`src/rtl/bw_io_cmos2_sio_pkg.sv`:
```
// Shared constants for the CMOS2 single-wire serial engine: FSM encoding and frame layout.
// Latency: n/a (declarations only).
// Backpressure: n/a.
package bw_io_cmos2_sio_pkg;

  localparam int STATE_W = 3;

  typedef enum logic [STATE_W-1:0] {
    S_IDLE     = 3'd0,
    S_TX_BIT   = 3'd1,
    S_TURN     = 3'd2,
    S_RX_START = 3'd3,
    S_RX_BIT   = 3'd4,
    S_RX_STOP  = 3'd5
  } state_e;

  // Line idles low through the pad pull-down, so a frame opens with a high bit
  // and closes by returning the line to its idle level.
  localparam logic START_BIT  = 1'b1;
  localparam logic STOP_BIT   = 1'b0;
  localparam int   FRAME_BITS = 10;

endpackage

```
`src/rtl/bw_io_cmos2_sio_sync.sv`:
```
// Two-flop synchronizer for the asynchronous pad receiver output.
// Latency: 2 clk; no backpressure.
// Ports: clk/arst_l clock and async active-low reset (outputs reset to 0), d_i async input, q_o synchronized output.
module bw_io_cmos2_sio_sync (
  input  logic clk,
  input  logic arst_l,
  input  logic d_i,
  output logic q_o
);
  import bw_io_cmos2_sio_pkg::*;

  logic meta_q;
  logic sync_q;

  always_ff @(posedge clk or negedge arst_l) begin
    if (!arst_l) begin
      meta_q <= 1'b0;
      sync_q <= 1'b0;
    end else begin
      meta_q <= d_i;
      sync_q <= meta_q;
    end
  end

  assign q_o = sync_q;

endmodule

```
`src/rtl/bw_io_cmos2_sio.sv`:
```
// Half-duplex single-wire serial engine driving a pull-down-terminated CMOS2 pad (10-bit frames, DIV clk/bit).
// Latency: TX frame 10*DIV clk plus TURN guard; RX rx_vld one clk after the stop sample.
// Backpressure: tx_rdy only in IDLE with the line low; an incoming start bit wins over tx_vld.
// Ports: clk/arst_l; tx_vld/tx_data/tx_rdy transmit handshake; rx_vld/rx_data/rx_err receive result;
//        pad_oe/pad_data to the pad, pad_to_core from the pad receiver (asynchronous).
module bw_io_cmos2_sio #(
  parameter int DIV  = 16,  // clocks per bit, even, >= 4
  parameter int TURN = 4    // receive guard after releasing oe, 1..DIV
) (
  input  logic       clk,
  input  logic       arst_l,
  input  logic       tx_vld,
  input  logic [7:0] tx_data,
  output logic       tx_rdy,
  output logic       rx_vld,
  output logic [7:0] rx_data,
  output logic       rx_err,
  output logic       pad_oe,
  output logic       pad_data,
  input  logic       pad_to_core
);
  import bw_io_cmos2_sio_pkg::*;

  localparam int DW = $clog2(DIV);
  localparam logic [DW-1:0] DIV_LAST  = DW'(DIV - 1);
  localparam logic [DW-1:0] HALF_LAST = DW'(DIV / 2 - 1);
  // The guard is timed on the bit divider, so TURN must not exceed DIV.
  localparam logic [DW-1:0] TURN_LAST = DW'(TURN - 1);
  localparam logic [3:0]    LAST_BIT  = 4'(FRAME_BITS - 1);
  localparam logic [3:0]    LAST_DATA = 4'd7;

  state_e      state_q, state_d;
  logic [DW-1:0] div_q, div_d;
  logic [3:0]  bit_q, bit_d;
  logic [7:0]  sh_q, sh_d;
  logic        rx_vld_q, rx_vld_d;
  logic        rx_err_q, rx_err_d;
  logic [7:0]  rx_data_q, rx_data_d;
  logic        rx_s;
  logic [9:0]  tx_frame;

  bw_io_cmos2_sio_sync u_sync (
    .clk    (clk),
    .arst_l (arst_l),
    .d_i    (pad_to_core),
    .q_o    (rx_s)
  );

  assign tx_frame = {STOP_BIT, sh_q, START_BIT};
  assign tx_rdy   = (state_q == S_IDLE) && !rx_s;
  // Decoded straight from the state register so reset releases the pad without waiting for a clock.
  assign pad_oe   = (state_q == S_TX_BIT);
  assign pad_data = pad_oe & tx_frame[bit_q];
  assign rx_vld   = rx_vld_q;
  assign rx_err   = rx_err_q;
  assign rx_data  = rx_data_q;

  always_comb begin
    state_d   = state_q;
    div_d     = div_q;
    bit_d     = bit_q;
    sh_d      = sh_q;
    rx_vld_d  = 1'b0;
    rx_err_d  = rx_err_q;
    rx_data_d = rx_data_q;

    case (state_q)
      S_IDLE: begin
        if (tx_vld && tx_rdy) begin
          sh_d    = tx_data;
          state_d = S_TX_BIT;
        end else if (rx_s) begin
          state_d = S_RX_START;
        end
      end
      S_TX_BIT: begin
        if (div_q == DIV_LAST) begin
          div_d = '0;
          if (bit_q == LAST_BIT) state_d = S_TURN;
          else                   bit_d   = bit_q + 4'd1;
        end else begin
          div_d = div_q + DW'(1);
        end
      end
      S_TURN: begin
        // Our own echo is still on the line here; rx_s is deliberately not looked at.
        if (div_q == TURN_LAST) state_d = S_IDLE;
        else                    div_d   = div_q + DW'(1);
      end
      S_RX_START: begin
        if (div_q == HALF_LAST) state_d = rx_s ? S_RX_BIT : S_IDLE;
        else                    div_d   = div_q + DW'(1);
      end
      S_RX_BIT: begin
        if (div_q == DIV_LAST) begin
          div_d = '0;
          sh_d  = {rx_s, sh_q[7:1]};
          if (bit_q == LAST_DATA) state_d = S_RX_STOP;
          else                    bit_d   = bit_q + 4'd1;
        end else begin
          div_d = div_q + DW'(1);
        end
      end
      S_RX_STOP: begin
        // bit_q==0: waiting for the stop sample; bit_q!=0: stop was high, wait for the line to
        // drop so the stuck-high level is not taken as a new start bit.
        if (bit_q != 4'd0) begin
          if (!rx_s) state_d = S_IDLE;
        end else if (div_q == DIV_LAST) begin
          rx_vld_d  = 1'b1;
          rx_data_d = sh_q;
          rx_err_d  = rx_s;
          if (rx_s) bit_d   = 4'd1;
          else      state_d = S_IDLE;
        end else begin
          div_d = div_q + DW'(1);
        end
      end
      default: state_d = S_IDLE;
    endcase

    if (state_d != state_q) begin
      div_d = '0;
      bit_d = '0;
    end
  end

  always_ff @(posedge clk or negedge arst_l) begin
    if (!arst_l) begin
      state_q   <= S_IDLE;
      div_q     <= '0;
      bit_q     <= '0;
      sh_q      <= '0;
      rx_vld_q  <= 1'b0;
      rx_err_q  <= 1'b0;
      rx_data_q <= 8'h00;
    end else begin
      state_q   <= state_d;
      div_q     <= div_d;
      bit_q     <= bit_d;
      sh_q      <= sh_d;
      rx_vld_q  <= rx_vld_d;
      rx_err_q  <= rx_err_d;
      rx_data_q <= rx_data_d;
    end
  end

endmodule

```
`config.mk`:
```
export PLATFORM = sky130hd
export DESIGN_NAME = bw_io_cmos2_sio
export DESIGN_NICKNAME = d
export VERILOG_FILES = /design/src/rtl/bw_io_cmos2_sio_pkg.sv /design/src/rtl/bw_io_cmos2_sio_sync.sv /design/src/rtl/bw_io_cmos2_sio.sv
export SDC_FILE = /design/constraint.sdc
export NUM_CORES = 1
export LEC_CHECK = 0
export BUFFER_PORTS_ARGS = -buffer_cell sky130_fd_sc_hd__clkbuf_2
export CAP_MARGIN = 20
export CORE_UTILIZATION = 33
export CTS_CLUSTER_SIZE = 24
export DETAILED_ROUTE_END_ITERATION = 6
export PLACE_DENSITY = 0.61
export REMOVE_ABC_BUFFERS = 1
export SYNTH_ARGS = -nofsm -noshare
export SYNTH_HDL_FRONTEND = slang
export SYNTH_SLANG_ARGS = --single-unit
```
`constraint.sdc`:
```
create_clock -name clk -period 2.8 [get_ports clk]
set_input_delay 0.56 -clock clk [delete_from_list [all_inputs] [get_ports clk]]
set_output_delay 0.56 -clock clk [all_outputs]
set_load 0.01 [all_outputs]
```
==> impl_metrics.csv <==
group,metric,value,unit
sta,min_period_over_period,87.6,%
pwr,ir_drop,0.000221,V
logic_synthesis,netlist_area,1660,sq um
critical_path,crit_buf_inv,1,
sta,tns,0,ns
logic_synthesis,yosysWarnings,0,
logic_synthesis,syn_avg_cell_area,10.1,sq um
drt,dr_total_vias,1276,
logic_synthesis,synth_async_sr_flop_share,100,%
pwr,leakage,0.930,nW
critical_path,r2r_end,"bit_q[2]$_DFFE_PN0P_",
critical_path,timing.rr.start,"bit_q[0]$_DFFE_PN0P_",
critical_path,slowest_delay,0.54,ns
critical_path,crit_start,"bit_q[0]$_DFFE_PN0P_",
critical_path,cp-start-kind,"register",
global_route,grt_antenna_before_repair,0,
finish,drive_gt1_share,24.1,%
critical_path,worst-setup-path-type,"reg -> reg",
finish,antenna-diode-count,0,
critical_path,crit_path_end_kind,"register",
critical_path,cp_top_family,"simple AND/OR/NAND/NOR gates",
pwr,power_density,473,nW/um^2
drt,vias_per_cell,4.95,
clock_tree,cts_made_buffers,5,
floorplan,pin_count,25,
critical_path,path_common_cell,"a21oi_1",
sta,rsz0062_at_grt,"false",
placed_design,place_hpwl,2.36,mm
floorplan,fp.dieArea,5320,sq um
critical_path,path_max_fanout,8,
finish,nets,206,
sta,fin_crit,2.45,ns
global_route,grt_pass1_vias,1173,
critical_path,critPathSlowestCell,"or4_1",
logic_synthesis,synth_cell_types,40,
critical_path,crit_path_cell_trace,"inv_1, ha_1, nor3b_1, a21oi_1, or4_1, or4b_1, a21oi_1",
drt,drtIter0Drc,45,
hold_path,worstHoldPathType,"in -> async",
clock_tree,clockBufferDepth,2,
drt,drtPass1Iterations,4,
global_route,grt_max_degree,32,
clock_tree,cts-hold-fix-buffers,0,
floorplan,coreArea,4790,sq um
placed_design,io_buffers,24,
status,status,"finished, final reports clean",
clock_tree,post_cts_buffers,0,
finish,stdcell_count,258,
placed_design,place.gp.congestion,0.828,
sta,fmax,408,MHz
floorplan,initial_core_util,34.7,%
clock_tree,cts_root_buf,"clkbuf_8",
global_route,overflow,0,
clock_tree,clock-sinks,31,
sta,hold_viol,0,
drt,postRouteAntennaNets,0,
sta,maxSlewHeadroom,48.0,%
clock_tree,cts_tree,"done",
clock_tree,clkLatencyLatePin,0.28,ns
sta,setup_violations,0,
logic_synthesis,ys_seq_area_share,46.8,%
floorplan,die-width,72.9,um
logic_synthesis,ys.flop_type,"dfrtp_1",
critical_path,reg2reg_depth,7,
sta,tightest_slew,0.780,ns
placed_design,placed_cells,250,
floorplan,die_h,72.9,um
global_route,grt_first_pass_wirelength,5.68,mm
clock_tree,cts-resized-gates,0,
global_route,grt_usage,14.5,%
finish,syn2layout_area_growth,18.4,%
critical_path,cp.depth,7,
logic_synthesis,synth_edf_count,0,
sta,slew_viol_final,0,
critical_path,r2r_slack,0.35,ns
critical_path,critPathCapture,"bit_q[2]$_DFFE_PN0P_",
logic_synthesis,synthCells,164,
clock_tree,h-tree-depth,2,
clock_tree,path_clk_slew,0.07,ns
drt,wl_per_cell,13.0,um
drt,route.detailed.drc,0,
sta,skew,0.00761,ns
critical_path,cp.required,3.00,ns
critical_path,cp.arrival,2.65,ns
flow_run,drv_cap,0,
floorplan,row_count,25,
logic_synthesis,synth_seq_cells,31,
drt,routed_wl,3.34,mm
## cells in the mapped netlist (3+ instances only)
cell type  count  share of area, %
a21oi_1       20               6.0
buf_2          4               1.2
clkbuf_1       3              0.68
dfrtp_1       31                47
ha_1           4               3.0
inv_1          7               1.6
mux2_2         9               6.1
mux2i_1       10               6.0
nand2_1        6               1.4
nand3_1        4               1.2
nor2_1        15               3.4
nor2b_1        3               1.1
nor3_1         5               1.5
nor3b_1        3               1.4
o21ai_0        6               1.8
or3_1          4               1.5
## cells by family after synthesis
| kind of cell | count (synthesis) | share of synthesized area, % |
|---|---|---|
| simple gates | 52 | 17.3 |
| flops | 31 | 46.8 |
| xor+xnor | 2 | 1.06 |
| mux | 20 | 13.5 |
| fa+ha+maj | 4 | 3.02 |
| compound gates | 39 | 14.0 |
| buf+inv | 16 | 4.37 |
## cell type report
type                       count  area [sq um]
fill                         488          2820
clock inverter                 2          35.0
timing repair buffer          28           150
tap                           67          83.8
inverter                       7          26.3
multi-input combinational    117           811
sequential                    31           776
clock buffer                   6          82.6
## worst min path at each step
| stage | start | endpoint | cells past startpoint |
|---|---|---|---|
| 3_3_place_gp | u_sync.meta_q$_DFF_PN0_ | u_sync.q_o$_DFF_PN0_ | 0 |
| 6_report | arst_l | bit_q[3]$_DFFE_PN0P_ | 1 |
| 4_1_cts | u_sync.meta_q$_DFF_PN0_ | u_sync.q_o$_DFF_PN0_ | 0 |
| 5_1_grt | pad_to_core | u_sync.meta_q$_DFF_PN0_ | 1 |
| 2_1_floorplan | arst_l | bit_q[0]$_DFFE_PN0P_ | 0 |
| 3_5_place_dp | u_sync.meta_q$_DFF_PN0_ | u_sync.q_o$_DFF_PN0_ | 0 |
## power breakdown
part           internal (mW)  leakage (nW)  switching [mW]
clock network          0.288        0.0612           0.170
logic                0.00828         0.459          0.0130
registers              0.449         0.409         0.00223
total                  0.745         0.930           0.185
## flip-flops by register name, summed over array words and instances, names as in the netlist
signal	cells
bit_q	4
u_sync.q_o	1
rx_vld	1
rx_err	1
state_q	3
sh_q	8
rx_data	8
div_q	4
u_sync.meta_q	1
## per-stage QoR
| stage | power (mW) | hold slack (ns) | utilization (%) | worst slack, ns | instance area (sq um) |
|---|---|---|---|---|---|
| 3_5_place_dp | 0.482 | 0.343 | 38.6 | 0.382 | 1850 |
| 2_1_floorplan | 0.464 | 0.264 | - | 0.288 | 1610 |
| 4_1_cts | 0.944 | 0.368 | 41.0 | 0.339 | 1960 |
| 3_3_place_gp | 0.483 | 0.342 | 38.6 | 0.433 | 1850 |
| 5_1_grt | 0.976 | 0.373 | 41.0 | 0.204 | 1960 |
| 6_report | 0.930 | 0.346 | 41.0 | 0.346 | 1960 |
## cells in the final DEF (no fill, tap or decap), types with 4 or more instances in the layout
master,count
a21oi_1,20
buf_4,4
clkbuf_2,24
clkbuf_8,6
dfrtp_1,31
ha_1,4
inv_1,7
mux2_2,9
mux2i_1,10
nand2_1,6
nand3_1,4
nor2_1,15
nor3_1,5
o21ai_0,6
or3_1,4
## metal layers
layer	part of all wire [%]	wire length (um)	GRT usage (%)	vias to the layer above
li1	-	-	-	643
met1	49	1640	20.4	600
met2	44	1480	20.1	28
met3	4.7	157	4.14	5
met4	1.8	61	7.19	0
met5	0	0	0	-
No activity file was read; power rests on OpenSTA's default activity.
